<file path="src/rtl/calc_pkg.sv">
// Shared types and helpers for the calculator datapath.
// Holds the multiplier FSM encoding and the iteration-counter sizing rule.
package calc_pkg;

  typedef enum logic [1:0] {
    IDLE = 2'd0,
    RUN  = 2'd1,
    DONE = 2'd2
  } mul_state_t;

  // Counter must hold width-1; never narrower than one bit.
  function automatic int unsigned cnt_bits(input int unsigned w);
    return (w <= 2) ? 1 : $clog2(w);
  endfunction

endpackage

</file>
<file path="src/rtl/full_adder_wcarry_nbits.sv">
// Parameterised ripple-carry adder with carry-in and separate carry-out.
// Purely combinational; one full-adder cell per bit.
module full_adder_wcarry_nbits #(
  parameter int unsigned width = 8
) (
  input  logic [width-1:0] a_i,
  input  logic [width-1:0] b_i,
  input  logic             cin_i,
  output logic [width-1:0] s_o,
  output logic             cout_o
);

  always_comb begin
    logic carry;
    s_o   = '0;
    carry = cin_i;
    for (int unsigned i = 0; i < width; i++) begin
      s_o[i] = a_i[i] ^ b_i[i] ^ carry;
      carry  = (a_i[i] & b_i[i]) | (carry & (a_i[i] ^ b_i[i]));
    end
    cout_o = carry;
  end

endmodule

</file>
<file path="src/rtl/seq_multiplier_nbits.sv">
// Unsigned shift-and-add multiplier: width iterations through one ripple adder,
// registered 2*width-bit product updated only when an operation completes.
module seq_multiplier_nbits
  import calc_pkg::*;
#(
  parameter int unsigned width = 8
) (
  input  logic               clk_i,
  input  logic               rst_ni,
  input  logic               start_i,
  input  logic [width-1:0]   a_i,
  input  logic [width-1:0]   b_i,
  output logic               busy_o,
  output logic               done_o,
  output logic [2*width-1:0] p_o
);

  localparam int unsigned CW = cnt_bits(width);

  mul_state_t         state_q, state_d;
  logic [width-1:0]   m_q, m_d;
  logic [width-1:0]   q_q, q_d;
  logic [width-1:0]   acc_q, acc_d;
  logic [CW-1:0]      cnt_q, cnt_d;
  logic [2*width-1:0] p_q, p_d;
  logic               done_q, done_d;

  logic [width-1:0]   addend;
  logic [width-1:0]   sum;
  logic               carry;

  always_comb begin
    addend = q_q[0] ? m_q : '0;
  end

  full_adder_wcarry_nbits #(
    .width(width)
  ) u_adder (
    .a_i   (acc_q),
    .b_i   (addend),
    .cin_i (1'b0),
    .s_o   (sum),
    .cout_o(carry)
  );

  always_comb begin
    state_d = state_q;
    m_d     = m_q;
    q_d     = q_q;
    acc_d   = acc_q;
    cnt_d   = cnt_q;
    p_d     = p_q;
    done_d  = 1'b0;
    unique case (state_q)
      IDLE, DONE: begin
        if (start_i) begin
          m_d     = a_i;
          q_d     = b_i;
          acc_d   = '0;
          cnt_d   = CW'(width - 1);
          state_d = RUN;
        end else begin
          state_d = IDLE;
        end
      end
      RUN: begin
        // Right shift of {carry, sum, Q}: carry enters ACC MSB, sum LSB enters Q MSB.
        acc_d = {carry, sum[width-1:1]};
        q_d   = {sum[0], q_q[width-1:1]};
        if (cnt_q == '0) begin
          p_d     = {acc_d, q_d};
          done_d  = 1'b1;
          state_d = DONE;
        end else begin
          cnt_d = cnt_q - CW'(1);
        end
      end
      default: state_d = IDLE;
    endcase
  end

  always_ff @(posedge clk_i or negedge rst_ni) begin
    if (!rst_ni) begin
      state_q <= IDLE;
      m_q     <= '0;
      q_q     <= '0;
      acc_q   <= '0;
      cnt_q   <= '0;
      p_q     <= '0;
      done_q  <= 1'b0;
    end else begin
      state_q <= state_d;
      m_q     <= m_d;
      q_q     <= q_d;
      acc_q   <= acc_d;
      cnt_q   <= cnt_d;
      p_q     <= p_d;
      done_q  <= done_d;
    end
  end

  assign busy_o = (state_q == RUN);
  assign done_o = done_q;
  assign p_o    = p_q;

endmodule

</file>
<file path="config.mk">
export PLATFORM = sky130hd
export DESIGN_NAME = seq_multiplier_nbits
export DESIGN_NICKNAME = d
export VERILOG_FILES = /design/src/rtl/calc_pkg.sv /design/src/rtl/full_adder_wcarry_nbits.sv /design/src/rtl/seq_multiplier_nbits.sv
export SDC_FILE = /design/constraint.sdc
export NUM_CORES = 1
export LEC_CHECK = 0
export BUFFER_PORTS_ARGS = -buffer_cell sky130_fd_sc_hd__buf_2
export CAP_MARGIN = 40
export CORE_ASPECT_RATIO = 0.6
export CORE_MARGIN = 4
export CORE_UTILIZATION = 55
export CTS_CLUSTER_SIZE = 25
export DETAILED_ROUTE_END_ITERATION = 7
export GPL_ROUTABILITY_DRIVEN = 0
export GPL_TIMING_DRIVEN = 1
export PLACE_DENSITY_LB_ADDON = 0.25
export SLEW_MARGIN = 20
export SYNTH_ARGS = -nofsm -noshare
export SYNTH_HDL_FRONTEND = slang
export SYNTH_SLANG_ARGS = --single-unit
</file>
<file path="constraint.sdc">
create_clock -name clk_i -period 6.83 [get_ports clk_i]
set_clock_uncertainty 0.05 [all_clocks]
set_input_delay 1.366 -clock clk_i [delete_from_list [all_inputs] [get_ports clk_i]]
set_output_delay 1.366 -clock clk_i [all_outputs]
set_load 0.005 [all_outputs]
</file>
After elaboration in Yosys (flattened, before gate mapping) --
Cells that the tools add are included.
Cells by class: reduce and logical (&&, ||, !) cells 8, equality and inequality tests 5, mux-type cells 13, bitwise operators 37, add/sub/neg operators 1
Operators by type and width (number):
- $pmux 8 s2 | 2
- $mux 8 | 3
- $and 1x1->1 | 15
- $xor 1x1->1 | 15
- $or 1x1->1 | 7
- $mux 3 | 2
- $pmux 3 s2 | 1
- $reduce_and 2->1 | 3
- $ne 2x2->1 const B | 2
- $pmux 2 s2 | 1
- $logic_not 3->1 | 1
- $mux 1 | 3
- $reduce_and 3->1 | 1
- $sub 3x1->3 const B | 1
- $eq 2x1->1 const B | 1
- $eq 2x2->1 const B | 1
- $logic_not 2->1 | 1
- $mux 2 | 1
- $ne 2x1->1 const B | 1
- $reduce_bool 2->1 | 1
- $reduce_or 2->1 | 1
Storage, ports and cells: input bits 19, register bits after elaboration 46

Logic depth before layout (Yosys ltp) --
word-level depth 17, depth in mapped cells 12, mapped depth without buffers 11

Cells and area by module --
Synthesis repeated with hierarchy kept, for this count alone.
Second synthesis, totals: cell total of the unflattened synthesis 155, area total of the unflattened synthesis 2110.8 um2
Modules (own cells, without submodules):
- seq_multiplier_nbits | area an instance 1913.1 um2, times used 1, seq. area each 1151.1 um2, cells each 137
- full_adder_wcarry_nbits | area an instance 197.7 um2, times used 1, seq. area each 0.0 um2, cells each 18

Least setup slack after synthesis --
No wires, ideal clock.
path kind register to register, from register q_q[0], to register p_q[14] (netlist: p_o[14]), period minus slack after synthesis 3846 ps, path slack 2984 ps, data required time 6658 ps, data arrival time 3674 ps, cell stages (with the launch flop) 13, cell sequence dfrtp_1 > clkbuf_1 > and2_1 > ha_1 > inv_1 > fa_1 > fa_1 > fa_1 > fa_1 > fa_1 > fa_1 > fa_1 > o21ai_1
On the way: cells in the longest elaborated chain, start to end 15, elaborated cells on any way between the ends 28
RTL lines:
- start, declared | line seq_multiplier_nbits.sv:22 | logic [width-1:0] q_q, q_d;
- start signal, assigned | line seq_multiplier_nbits.sv:94 | q_q <= q_d;
- $mux 8 * | line seq_multiplier_nbits.sv:33 | addend = q_q[0] ? m_q : '0;
- $and 1x1->1 or $xor 1x1->1 (tied branches) | line full_adder_wcarry_nbits.sv:19 | carry = (a_i[i] & b_i[i]) | (carry & (a_i[i] ^ b_i[i]));
- $and 1x1->1 | line full_adder_wcarry_nbits.sv:19
- $or 1x1->1 | line full_adder_wcarry_nbits.sv:19
- $and 1x1->1 | line full_adder_wcarry_nbits.sv:19
- $or 1x1->1 | line full_adder_wcarry_nbits.sv:19
- $and 1x1->1 | line full_adder_wcarry_nbits.sv:19
- $or 1x1->1 | line full_adder_wcarry_nbits.sv:19
- $and 1x1->1 | line full_adder_wcarry_nbits.sv:19
- $or 1x1->1 | line full_adder_wcarry_nbits.sv:19
- $and 1x1->1 | line full_adder_wcarry_nbits.sv:19
- $or 1x1->1 | line full_adder_wcarry_nbits.sv:19
- $and 1x1->1 | line full_adder_wcarry_nbits.sv:19
- $or 1x1->1 | line full_adder_wcarry_nbits.sv:19
- $xor 1x1->1 * | line full_adder_wcarry_nbits.sv:18 | s_o[i] = a_i[i] ^ b_i[i] ^ carry;
- end signal, assigned | line seq_multiplier_nbits.sv:97 | p_q <= p_d;
- end, declared | line seq_multiplier_nbits.sv:25 | logic [2*width-1:0] p_q, p_d;
Every way passes the cells marked *; elsewhere a longest branch is shown, timed or not. A chain may end at the register's enable or synchronous reset.

Worst setup path after layout --
Same ends and word-level chain as after synthesis.

==> summary.txt <==
Setup path
  • Crit end category: register
  • WS Path Type: reg -> reg
  • Worst EP arrival: 4120 ps
  • R2R cell count: 11
  • Reg2Reg Setup Slack: 2810 ps
  • Capturing point of the worst reg2reg path: p_o[14]
  • Critical Path RT: 6940 ps
  • Worst-path maximum fanout: 9
  • Reg-to-Reg Start: q_q[0]
  • CP Launch Type: register

Power
  • Maximum vdd drop: 227 µV
  • Pwr per Cell Area: 441 nW/µm²
  • Pleak: 1.11 nW
  • Internal Pwr Total: 0.662 mW
  • Switching portion of total power: 36.1%
  • Comb power frac: 38.8%
  • Clk pwr share: 16.0%
  • Psw: 0.375 mW
  • Register share of total power: 45.2%

Logic synthesis
  • Yosys top cell area share: 56.5%
  • Top post-synthesis cells by area: dfrtp_1, mux2_1, fa_1, mux2i_1, nand2_1
  • Post-Syn Nets: 193
  • Yosys cell types: 26
  • Post-Syn Area: 2040 µm²
  • Sequential fraction of the synthesis area: 56.5%
  • Synthesis-stage register bit count: 46
  • Mean area per synthesized cell: 12.4 µm²
  • Cells after Synth: 164
  • Ys Warns: 0
  • Area leader, netlist: dfrtp_1

Cells and area
  • Ant diodes: 0
  • Number of filler cells placed in the layout: 254
  • Layout cells sized above 1: 26.7%
  • Most common cell after layout, fill and taps aside: dfrtp_1
  • Layout area overhead: 15.5%
  • Nets: 230
  • Most frequent cells in the layout: dfrtp_1, buf_2, nand2_1

Timing
  • Final setup viols: 0
  • Slew headroom: 50.3%
  • Final worst-path cycle share: 58.8%
  • Max frequency: 0.249 GHz
  • Final Max Slew Viols: 0
  • Post-layout min period: 4020 ps
  • Worst setup margin: 2810 ps
  • Final number of hold-violating endpoints: 0
  • Final setup TNS: 0 ps
  • Worst Tran Pin Value: 742 ps
  • RSZ-0062 raised after global routing: false

GRT
  • Pin count of the biggest net entering global routing: 31
  • Number of global-route vias before repair: 1346
  • Global Route Usage Sum: 19.0%
  • First-pass GRT wire length: 6710 µm
  • Initial antenna violation count: 0
  • Grt ovf: 0

Routing
  • Total number of vias: 1295
  • Via density: 5.24
  • DRT iter0 DRCs: 78
  • Drt first pass iters: 4
  • DR WL/cell: 15.2 µm
  • Antenna-violating nets left: 0
  • DRC: 0
  • Routed WL: 3750 µm

Floorplanning
  • Starting Density: 59.9%
  • Die height: 55.2 µm
  • FP Rows: 16
  • Core Area: 3400 µm²
  • Die Footprint: 4780 µm²
  • Number of primary I/O pins: 37
  • Width of the die: 86.6 µm

Min path
  • Hold Crit Start: m_q[0]
  • Hold endpoint: m_q[0]
  • Hold Path Depth: 1
  • Hold Crit Class: reg -> reg

Placement
  • IO Port Bufs: 36
  • DP Worst Slack: 2880 ps
  • DP HPWL: 2920 µm

Clocking
  • CTS max path bufs: 2
  • H-tree levels: 2
  • Post-CTS Hold Buffers: 0
  • Clock Tree Root: clkbuf_8
  • Post-cts resize count: 0
  • CTS tree: done
  • Setup Buffers After CTS: 0
  • Clock Sinks: 46
  • Clock Pin Slew Worst Setup and Hold Paths: 80 ps
  • Clock Latency Late Sink: 290 ps
  • Num CTS Buffers: 5

Status
  • Status: complete, no violations

Flow run
  • Max_cap viols: 0
[power by group through the flow]
stage          logic, mW  clock network (mW)  registers, mW
2_1_floorplan      0.286                   0          0.455
3_3_place_gp       0.385                   0          0.465
3_5_place_dp       0.410                   0          0.473
4_1_cts            0.410               0.172          0.469
5_1_grt            0.462               0.183          0.487
6_report           0.402               0.166          0.469
[through the flow]
step                hold WS (ps)  area [µm²]  util [%]  std cells  power, mW
floorplan                    400        2040         -        164      0.741
global placement             414        2230      65.6        237      0.849
detailed placement           422        2260      66.5        239      0.884
CTS                          440        2350      69.2        247       1.05
global route                 458        2350      69.2        247       1.13
finish                       435        2350      69.2        247       1.04
[cell usage after synthesis]
library cell	number
mux2_2	1
a31oi_1	1
buf_4	2
nor2_1	2
ha_1	3
mux2i_1	9
o2bb2ai_1	8
nor2_2	1
buf_2	4
o32a_1	1
inv_1	10
xor2_1	1
mux2_4	2
dfrtp_1	46
o21ai_1	16
fa_1	7
nand2_1	24
mux2_1	13
buf_6	1
clkbuf_1	2
nand2b_1	3
and2_1	1
a211oi_1	1
nand4bb_1	1
nor2b_1	1
inv_2	3
[flip-flops by register name, indices dropped and copies added, names as in the netlist]
signal   cells
cnt_q        3
p_o         16
m_q          8
done_o       1
q_q          8
state_q      2
acc_q        8
[cell type report]
| cell class | count | area (µm²) | share of cell area (%) |
|---|---|---|---|
| repair buffers | 39 | 219 | 9.30 |
| clock inverters | 1 | 5.00 | 0.213 |
| clock buffers | 7 | 86.3 | 3.67 |
| multi-input cells | 96 | 787 | 33.4 |
| flip-flops and latches | 46 | 1150 | 48.9 |
| inverters | 13 | 48.8 | 2.07 |
| well taps | 45 | 56.3 | 2.39 |
[critical path: stages (launching register included)]
cell	delay (ps)
dfrtp_1	500
and2_1	180
ha_1	140
inv_1	50
fa_1	380
fa_1	410
fa_1	400
fa_1	400
fa_1	390
fa_1	390
fa_1	520
o21ai_1	70
[worst max path at each step]
stage	start	to	slack (ps)	cells past startpoint
6_report	q_q[0]	p_o[14]	2810	11
5_1_grt	q_q[0]	acc_q[6]	2680	11
4_1_cts	q_q[0]	p_o[14]	2850	11
3_5_place_dp	q_q[0]	p_o[14]	2880	11
3_3_place_gp	q_q[0]	p_o[14]	3000	11
2_1_floorplan	q_q[0]	p_o[14]	2980	12
[metal layers]
metal	vias up	part of all wire, %	track usage [%]
li1	622	-	-
met1	631	51	28.6
met2	36	41	26.3
met3	6	6.7	6.36
met4	0	1.1	4.92
met5	-	0	0
[cells by family after synthesis]
kind of cell             synth area share [%]
flip-flops                               56.5
AND/OR/NAND/NOR                          7.18
AO/OA/AOI/OAI                            8.53
XOR/XNOR                                0.430
adder cells (fa/ha/maj)                  8.72
buffers and inverters                    5.03
multiplexers                             13.6
Power figures use the tool's default switching activity.
